## src/rtl/mr_idecode.sv

```systemverilog
// mr_idecode: RV32I decode stage. Decodes the fetched word into op class, register indices and a
// sign-extended immediate, and holds the result in one pipeline register for EX (1-cycle latency).
// Backpressure: id_ready drops while EX holds a packet, on a scoreboard RAW hazard, or on a WB redirect.
// Ports: clk/rst; inst/inst_pc/inst_valid -> id_ready (fetch side); wb_pc_valid (flush), wb_rd/wb_rd_valid
// (retire); rs1_adr/rs2_adr (comb. regfile read addresses); ex_valid/ex_ready and ex_* packet (EX side).
module mr_idecode #(
  parameter int NREGS      = 32,
  parameter bit SCOREBOARD = 1'b1,
  localparam int XLEN      = 32,
  localparam int IMAXLEN   = 32
) (
  input  logic               clk,
  input  logic               rst,
  input  logic [IMAXLEN-1:0] inst,
  input  logic [XLEN-1:0]    inst_pc,
  input  logic               inst_valid,
  output logic               id_ready,
  input  logic               wb_pc_valid,
  input  logic [4:0]         wb_rd,
  input  logic               wb_rd_valid,
  output logic [4:0]         rs1_adr,
  output logic [4:0]         rs2_adr,
  output logic               ex_valid,
  input  logic               ex_ready,
  output logic [XLEN-1:0]    ex_pc,
  output logic [3:0]         ex_op,
  output logic [2:0]         ex_funct3,
  output logic               ex_alt,
  output logic [4:0]         ex_rd,
  output logic [4:0]         ex_rs1,
  output logic [4:0]         ex_rs2,
  output logic [XLEN-1:0]    ex_imm
);

  localparam logic [3:0] OP_LUI = 4'd0, OP_AUIPC = 4'd1, OP_JAL = 4'd2, OP_JALR = 4'd3,
                         OP_BRANCH = 4'd4, OP_LOAD = 4'd5, OP_STORE = 4'd6, OP_ALUI = 4'd7,
                         OP_ALU = 4'd8, OP_FENCE = 4'd9, OP_SYSTEM = 4'd10, OP_ILLEGAL = 4'd15;

  logic [4:0] rs1, rs2, rd;
  logic [2:0] f3;
  logic [6:0] f7;
  assign rs1 = inst[19:15];
  assign rs2 = inst[24:20];
  assign rd  = inst[11:7];
  assign f3  = inst[14:12];
  assign f7  = inst[31:25];

  assign rs1_adr = rs1;
  assign rs2_adr = rs2;

  // Immediate formats, all sign-extended from inst[31] except U.
  logic [XLEN-1:0] imm_i, imm_s, imm_b, imm_u, imm_j;
  assign imm_i = {{20{inst[31]}}, inst[31:20]};
  assign imm_s = {{20{inst[31]}}, inst[31:25], inst[11:7]};
  assign imm_b = {{20{inst[31]}}, inst[7], inst[30:25], inst[11:8], 1'b0};
  assign imm_u = {inst[31:12], 12'b0};
  assign imm_j = {{12{inst[31]}}, inst[19:12], inst[20], inst[30:21], 1'b0};

  logic [3:0]      dec_op;
  logic [XLEN-1:0] dec_imm;
  logic            dec_wr, dec_use1, dec_use2, dec_ill;
  logic            f7_bad;

  assign f7_bad = (f7 != 7'h00) && (f7 != 7'h20);

  always_comb begin
    dec_op   = OP_ILLEGAL;
    dec_imm  = '0;
    dec_wr   = 1'b0;
    dec_use1 = 1'b0;
    dec_use2 = 1'b0;
    dec_ill  = 1'b0;
    // Every known opcode ends in 2'b11, so a compressed/non-32-bit word lands in default.
    case (inst[6:0])
      7'b0110111: begin dec_op = OP_LUI;   dec_wr = 1'b1; dec_imm = imm_u; end
      7'b0010111: begin dec_op = OP_AUIPC; dec_wr = 1'b1; dec_imm = imm_u; end
      7'b1101111: begin dec_op = OP_JAL;   dec_wr = 1'b1; dec_imm = imm_j; end
      7'b1100111: begin
        dec_op = OP_JALR; dec_wr = 1'b1; dec_use1 = 1'b1; dec_imm = imm_i;
        dec_ill = (f3 != 3'd0);
      end
      7'b1100011: begin
        dec_op = OP_BRANCH; dec_use1 = 1'b1; dec_use2 = 1'b1; dec_imm = imm_b;
        dec_ill = (f3 == 3'd2) || (f3 == 3'd3);
      end
      7'b0000011: begin
        dec_op = OP_LOAD; dec_wr = 1'b1; dec_use1 = 1'b1; dec_imm = imm_i;
        dec_ill = (f3 == 3'd3) || (f3 == 3'd6) || (f3 == 3'd7);
      end
      7'b0100011: begin
        dec_op = OP_STORE; dec_use1 = 1'b1; dec_use2 = 1'b1; dec_imm = imm_s;
        dec_ill = (f3 > 3'd2);
      end
      7'b0010011: begin
        dec_op = OP_ALUI; dec_wr = 1'b1; dec_use1 = 1'b1; dec_imm = imm_i;
        // Only the shift-immediates carry a funct7 field.
        dec_ill = ((f3 == 3'd1) || (f3 == 3'd5)) && f7_bad;
      end
      7'b0110011: begin
        dec_op = OP_ALU; dec_wr = 1'b1; dec_use1 = 1'b1; dec_use2 = 1'b1;
        dec_ill = f7_bad;
      end
      7'b0001111: begin dec_op = OP_FENCE;  dec_use1 = 1'b1; dec_imm = imm_i; end
      7'b1110011: begin dec_op = OP_SYSTEM; dec_wr = 1'b1; dec_use1 = 1'b1; dec_imm = imm_i; end
      default:    dec_ill = 1'b1;
    endcase
    if ((dec_use1 && int'(rs1) >= NREGS) || (dec_use2 && int'(rs2) >= NREGS) ||
        (dec_wr && int'(rd) >= NREGS))
      dec_ill = 1'b1;
    // Illegal words carry no register usage, so they never stall and never mark the scoreboard.
    if (dec_ill) begin
      dec_op   = OP_ILLEGAL;
      dec_imm  = '0;
      dec_wr   = 1'b0;
      dec_use1 = 1'b0;
      dec_use2 = 1'b0;
    end
  end

  // Scoreboard, widened to 32 entries for lookup so any 5-bit index is safe.
  logic [NREGS-1:0] sb_q;
  logic [31:0]      sb_wide, sb_d;

  always_comb begin
    sb_wide = '0;
    sb_wide[NREGS-1:0] = sb_q;
  end

  logic advance, hazard, xfer;
  assign advance  = !ex_valid || ex_ready;
  assign hazard   = SCOREBOARD && inst_valid &&
                    ((dec_use1 && sb_wide[rs1]) || (dec_use2 && sb_wide[rs2]));
  assign id_ready = advance && !hazard && !wb_pc_valid;
  assign xfer     = inst_valid && id_ready;

  always_comb begin
    sb_d = sb_wide;
    if (wb_pc_valid) begin
      sb_d = '0;
    end else begin
      if (wb_rd_valid) sb_d[wb_rd] = 1'b0;
      // Applied after the clear so a new writer of the same index wins.
      if (xfer && dec_wr && rd != 5'd0) sb_d[rd] = 1'b1;
    end
    sb_d[0] = 1'b0;
  end

  always_ff @(posedge clk or posedge rst) begin
    if (rst) sb_q <= '0;
    else     sb_q <= sb_d[NREGS-1:0];
  end

  // Pipeline register.
  always_ff @(posedge clk or posedge rst) begin
    if (rst) begin
      ex_valid  <= 1'b0;
      ex_pc     <= '0;
      ex_op     <= '0;
      ex_funct3 <= '0;
      ex_alt    <= 1'b0;
      ex_rd     <= '0;
      ex_rs1    <= '0;
      ex_rs2    <= '0;
      ex_imm    <= '0;
    end else if (wb_pc_valid) begin
      ex_valid <= 1'b0;
    end else if (xfer) begin
      ex_valid  <= 1'b1;
      ex_pc     <= inst_pc;
      ex_op     <= dec_op;
      ex_funct3 <= f3;
      ex_alt    <= inst[30];
      ex_rd     <= dec_wr ? rd : 5'd0;
      ex_rs1    <= rs1;
      ex_rs2    <= rs2;
      ex_imm    <= dec_imm;
    end else if (ex_ready) begin
      ex_valid <= 1'b0;
    end
  end

endmodule

```

## config.mk

```make
export PLATFORM = sky130hd
export DESIGN_NAME = mr_idecode
export DESIGN_NICKNAME = d
export VERILOG_FILES = /design/src/rtl/mr_idecode.sv
export SDC_FILE = /design/constraint.sdc
export NUM_CORES = 1
export LEC_CHECK = 0
export ABC_AREA = 0
export CAP_MARGIN = 5
export CORE_MARGIN = 8
export CORE_UTILIZATION = 25
export DETAILED_ROUTE_END_ITERATION = 6
export PLACE_DENSITY = 0.52
export SLEW_MARGIN = 20
export SYNTH_ARGS = -nofsm -noshare
export SYNTH_HDL_FRONTEND = slang
export SYNTH_SLANG_ARGS = --single-unit
```

## constraint.sdc

```tcl
create_clock -name clk -period 3.9 [get_ports clk]
set_input_delay 0.78 -clock clk [delete_from_list [all_inputs] [get_ports clk]]
set_output_delay 0.78 -clock clk [all_outputs]
set_load 0.02 [all_outputs]
```

==> results.env <==
RESULT_OF_THE_RUN='finished, final reports clean'
1ST_PASS_ROUTER_ITERATIONS=5
WORST_PIN_SLEW_NS=0.7708
MAX_SLEW_MARGIN_PCT=48.50
LAYOUT.CELLS.MOST_COMMON_LIST='170 x sky130_fd_sc_hd__clkdlybuf4s50_1, 119 x sky130_fd_sc_hd__dfrtp_1, 58 x sky130_fd_sc_hd__mux2_2'
ROUTE.DETAILED.VIAS_PER_INST=4.798
TIMING.FINAL.MAX_SLEW_VIOLATIONS=0
TIMING.HOLD.WORST.START='ex_imm[7]'
FIN_CRIT_SH_PCT=95.71
CLKLATENCYLATEPIN_NS=0.42
LAYOUT.CELLS.MOST_COMMON='sky130_fd_sc_hd__clkdlybuf4s50_1'
POSTSYNTHNETCOUNT=656
SYNTH_WARNINGS=0
FLOORPLAN.DIE_AREA_SQ_UM=30820
FINISH.UTILIZATION_PCT=37.45
NUMBER_OF_BUFFERS_ADDED_BY_THE_CLOCK_TREE_SYNTHESIS_STEP=17
DESIGN_POWER_TOTAL_W=0.003722
WORSTSETUPPATHTYPE='in2out'
SYNTHCELLS=581
SYNTH_TOP_FLOP_CELL='sky130_fd_sc_hd__dfrtp_1'
DRCVIOLATIONCOUNT=0
SYNTH_CELL_TYPE_COUNT=51
NUMCLOCKSINKS=119
TOP_AREA_CELL_TYPE_SHARE_OF_THE_NETLIST_AREA_PCT=46.79
IR_DROP_V=0.0002231
ANTENNA_FOUND_INITIAL=0
MAXCLOCKFREQUENCY_MHz=267.9
LEAKAGE_nW=3.884
PATH_CLK_SLEW_NS=0.05
CTS_POST_SETUP_BUFFERS_INSERTED=0
FIN_TNS_SETUP_NS=0
NUM_IO_PINS=174
FLIP_FLOP_AND_LATCH_COUNT_AFTER_SYNTHESIS=119
SYNTH.AREA.TOP_CELLS='sky130_fd_sc_hd__dfrtp_1 47%, sky130_fd_sc_hd__mux2_2 10%, sky130_fd_sc_hd__mux2i_1 4.6%'
HOLD_PATH_END='ex_imm[7]'
DIEHEIGHT_UM=175.6
CRIT_REQUIRED_NS=3.12
SYNTH-ASYNC-RESET-RATIO_PCT=100.0
GRT_OVERALL_USAGE_PCT=13.85
DETAIL_ROUTE.WIRELENGTH_MM=21.36
PWR-SHARE-COMB_PCT=19.9
CRITICAL_PATH.STARTPOINT_TYPE='input port'
ROW_COUNT=58
GRT_OVERFLOW=0
DP_HPWL_MM=15.94
WORST_HOLD_PATH_TYPE='reg2reg'
SYNTH-SEQ-AREA-SHARE_PCT=46.79
NFILLCELLS=2534
VIA_COUNT=5412
POWER.SHARE.SEQUENTIAL_PCT=36.7
AVGSYNTHCELLAREA_SQ_UM=10.95
ENDPOINT_KIND='output port'
PLACED_AREA_SQ_UM=8760
NUMBER_OF_GLOBAL_ROUTE_VIAS_BEFORE_REPAIR=5659
CORE_SQ_UM=25110
WORST_HOLD_SLACK_NS=0.4907
CRITICAL_PATH.MAX_FANOUT=4
PLACE.PORT_BUFFERS=173
INITIAL_CORE_UTIL_PCT=25.35
NNETSFINAL=860
REGTOREGSETUPSLACK_NS=1.21
FINAL_ANTENNA_NET_COUNT=0
CHIPWIDTH_UM=175.6
P_SW_W=0.0009782
MAXCAPVIOLCOUNT=0
DRIVE_ABOVE_1_SHARE_PCT=22.31
CP.ARRIVAL_NS=2.95
FIN_SKEW_NS=0.01042
GRT_PASS1_WL_MM=33.38
POWER.DENSITY_CELL_AREA_nW_PER_UM2=395.8
POSTCTSHOLDBUFS=0
WORST_R2R_STARTPOINT='sb_q[26]'
DESIGN_AREA_SQ_UM=9404
GRT_START_MAX_NET_PINS=52
NETSWITCHINGFRACTION_PCT=26.28
HOLD-PATH-CELL-COUNT=1
TIMING_HOLD_VIOLATIONS_FINAL=0
H_TREE_LEVEL_COUNT=4
ANTENNA_CELLS=0
POWER.INTERNAL_W=0.002744
SYNTH-EDFF-COUNT=0
AREAGROWTHSYNTHTOFINISH_PCT=47.75
POST-SYNTH-TOP-AREA-CELL='sky130_fd_sc_hd__dfrtp_1'
FINAL.MIN_CLOCK_PERIOD_NS=3.733
GRT_SETUP_UNREPAIRED='false'
SYN-CELL-AREA_SQ_UM=6365
WORSTREG2REGEND='ex_pc[4]'
CLOCK_POWER_SHARE_PCT=43.4
SETUP_VIOL=0
TRITONCTS='yes'
RR_WORST_DEPTH=9
CTS_ROOT_BUF='sky130_fd_sc_hd__clkbuf_16'
DRT_FIRST_ITER_VIOLATIONS=348
WIRE_PER_INST_UM=18.94
CLOCKBUFFERDEPTH=2
GP_CONGESTION=0.8254
-- what timing repair did --
item                                    4_1_cts  5_1_grt
gates resized for setup                       6        9
endpoints found under the setup margin        1        1
pin swaps                                     0        2
-- worst max-delay path, cell delays in order --
cell                              delay, ns
sky130_fd_sc_hd__clkdlybuf4s50_1       0.57
sky130_fd_sc_hd__mux4_2                0.54
sky130_fd_sc_hd__nor3b_2               0.22
sky130_fd_sc_hd__nor3_1                0.11
sky130_fd_sc_hd__a32oi_4               0.31
sky130_fd_sc_hd__nor2_1                0.08
sky130_fd_sc_hd__a21boi_1              0.17
sky130_fd_sc_hd__buf_4                 0.17
-- per-layer routing --
layer,share of wire (%),global-route usage [%]
met1,47,18.49
met5,0,0
met3,5.9,3.801
met4,1.3,3.744
met2,46,21.64
-- cell families (layout without fill, tap and decap cells) --
family	Yosys count	count (layout)	synth area share, %
mux	98	98	18.24
compound gates	129	129	14.45
buf+inv	72	289	6.035
flops	119	119	46.79
simple gates	163	163	14.49
-- per-stage QoR --
stage                     worst slack, ns  instances
final                              0.1673       1128
after CTS                         0.07575       1128
after floorplan                    0.3996        581
after detailed placement          -0.3657       1096
after global placement            -0.3647       1096
after global routing              0.05484       1128
-- synthesized netlist by cell type (2+ instances only) --
| master | n |
|---|---|
| sky130_fd_sc_hd__nand3_1 | 11 |
| sky130_fd_sc_hd__mux2i_1 | 29 |
| sky130_fd_sc_hd__buf_1 | 2 |
| sky130_fd_sc_hd__and3_1 | 4 |
| sky130_fd_sc_hd__mux2_2 | 58 |
| sky130_fd_sc_hd__a21oi_1 | 25 |
| sky130_fd_sc_hd__a31oi_1 | 3 |
| sky130_fd_sc_hd__mux2_4 | 4 |
| sky130_fd_sc_hd__a32o_1 | 12 |
| sky130_fd_sc_hd__clkbuf_1 | 20 |
| sky130_fd_sc_hd__nand4_1 | 2 |
| sky130_fd_sc_hd__a311oi_1 | 3 |
| sky130_fd_sc_hd__o21ai_1 | 2 |
| sky130_fd_sc_hd__o21ai_0 | 25 |
| sky130_fd_sc_hd__or3_1 | 2 |
| sky130_fd_sc_hd__o31ai_1 | 32 |
| sky130_fd_sc_hd__buf_6 | 5 |
| sky130_fd_sc_hd__nor2_1 | 19 |
| sky130_fd_sc_hd__mux4_2 | 7 |
| sky130_fd_sc_hd__a22oi_1 | 14 |
| sky130_fd_sc_hd__or3b_2 | 3 |
| sky130_fd_sc_hd__nor3_1 | 5 |
| sky130_fd_sc_hd__buf_2 | 7 |
| sky130_fd_sc_hd__nand2_1 | 45 |
| sky130_fd_sc_hd__nand3b_1 | 29 |
| sky130_fd_sc_hd__buf_4 | 18 |
| sky130_fd_sc_hd__dfrtp_1 | 119 |
| sky130_fd_sc_hd__a21boi_0 | 3 |
| sky130_fd_sc_hd__nor2b_1 | 22 |
| sky130_fd_sc_hd__and2_1 | 2 |
| sky130_fd_sc_hd__nand2b_1 | 5 |
| sky130_fd_sc_hd__nor3b_1 | 5 |
| sky130_fd_sc_hd__inv_1 | 20 |
| sky130_fd_sc_hd__and3b_1 | 2 |
-- worst max path at each step --
stage	from	to	depth (start not counted)
floorplan	inst[17]	id_ready	7
global placement	inst[15]	id_ready	10
detailed placement	inst[15]	id_ready	10
CTS	inst[21]	id_ready	9
global route	inst[15]	id_ready	10
finish	inst[15]	id_ready	8
-- flip-flops by register name (all words and copies together) (netlist names) --
register   flops
ex_funct3      3
ex_rs2         5
ex_imm        32
ex_valid       1
ex_op          4
ex_pc         32
ex_alt         1
ex_rd          5
ex_rs1         5
sb_q          31
-- final cells by class --
class / count / area [sq um] / area share, %
Timing Repair Buffer: 237 / 2297 / 24.43
Multi-Input combinational cell: 390 / 3030 / 32.22
Clock buffer: 21 / 460.4 / 4.896
Sequential cell: 119 / 2978 / 31.67
Clock inverter: 11 / 146.4 / 1.557
Tap cell: 330 / 412.9 / 4.391
Inverter: 20 / 78.83 / 0.8382
-- power by group through the flow --
| stage | Sequential [W] | Clock, W | Combinational [W] |
|---|---|---|---|
| 3_5_place_dp | 0.00139 | 0 | 0.000745 |
| 6_report | 0.00136 | 0.00162 | 0.000740 |
| 4_1_cts | 0.00136 | 0.00166 | 0.000748 |
| 3_3_place_gp | 0.00138 | 0 | 0.000745 |
| 2_1_floorplan | 0.00150 | 0 | 0.000247 |
| 5_1_grt | 0.00138 | 0.00172 | 0.000787 |
No activity file was read; power rests on OpenSTA's default activity.
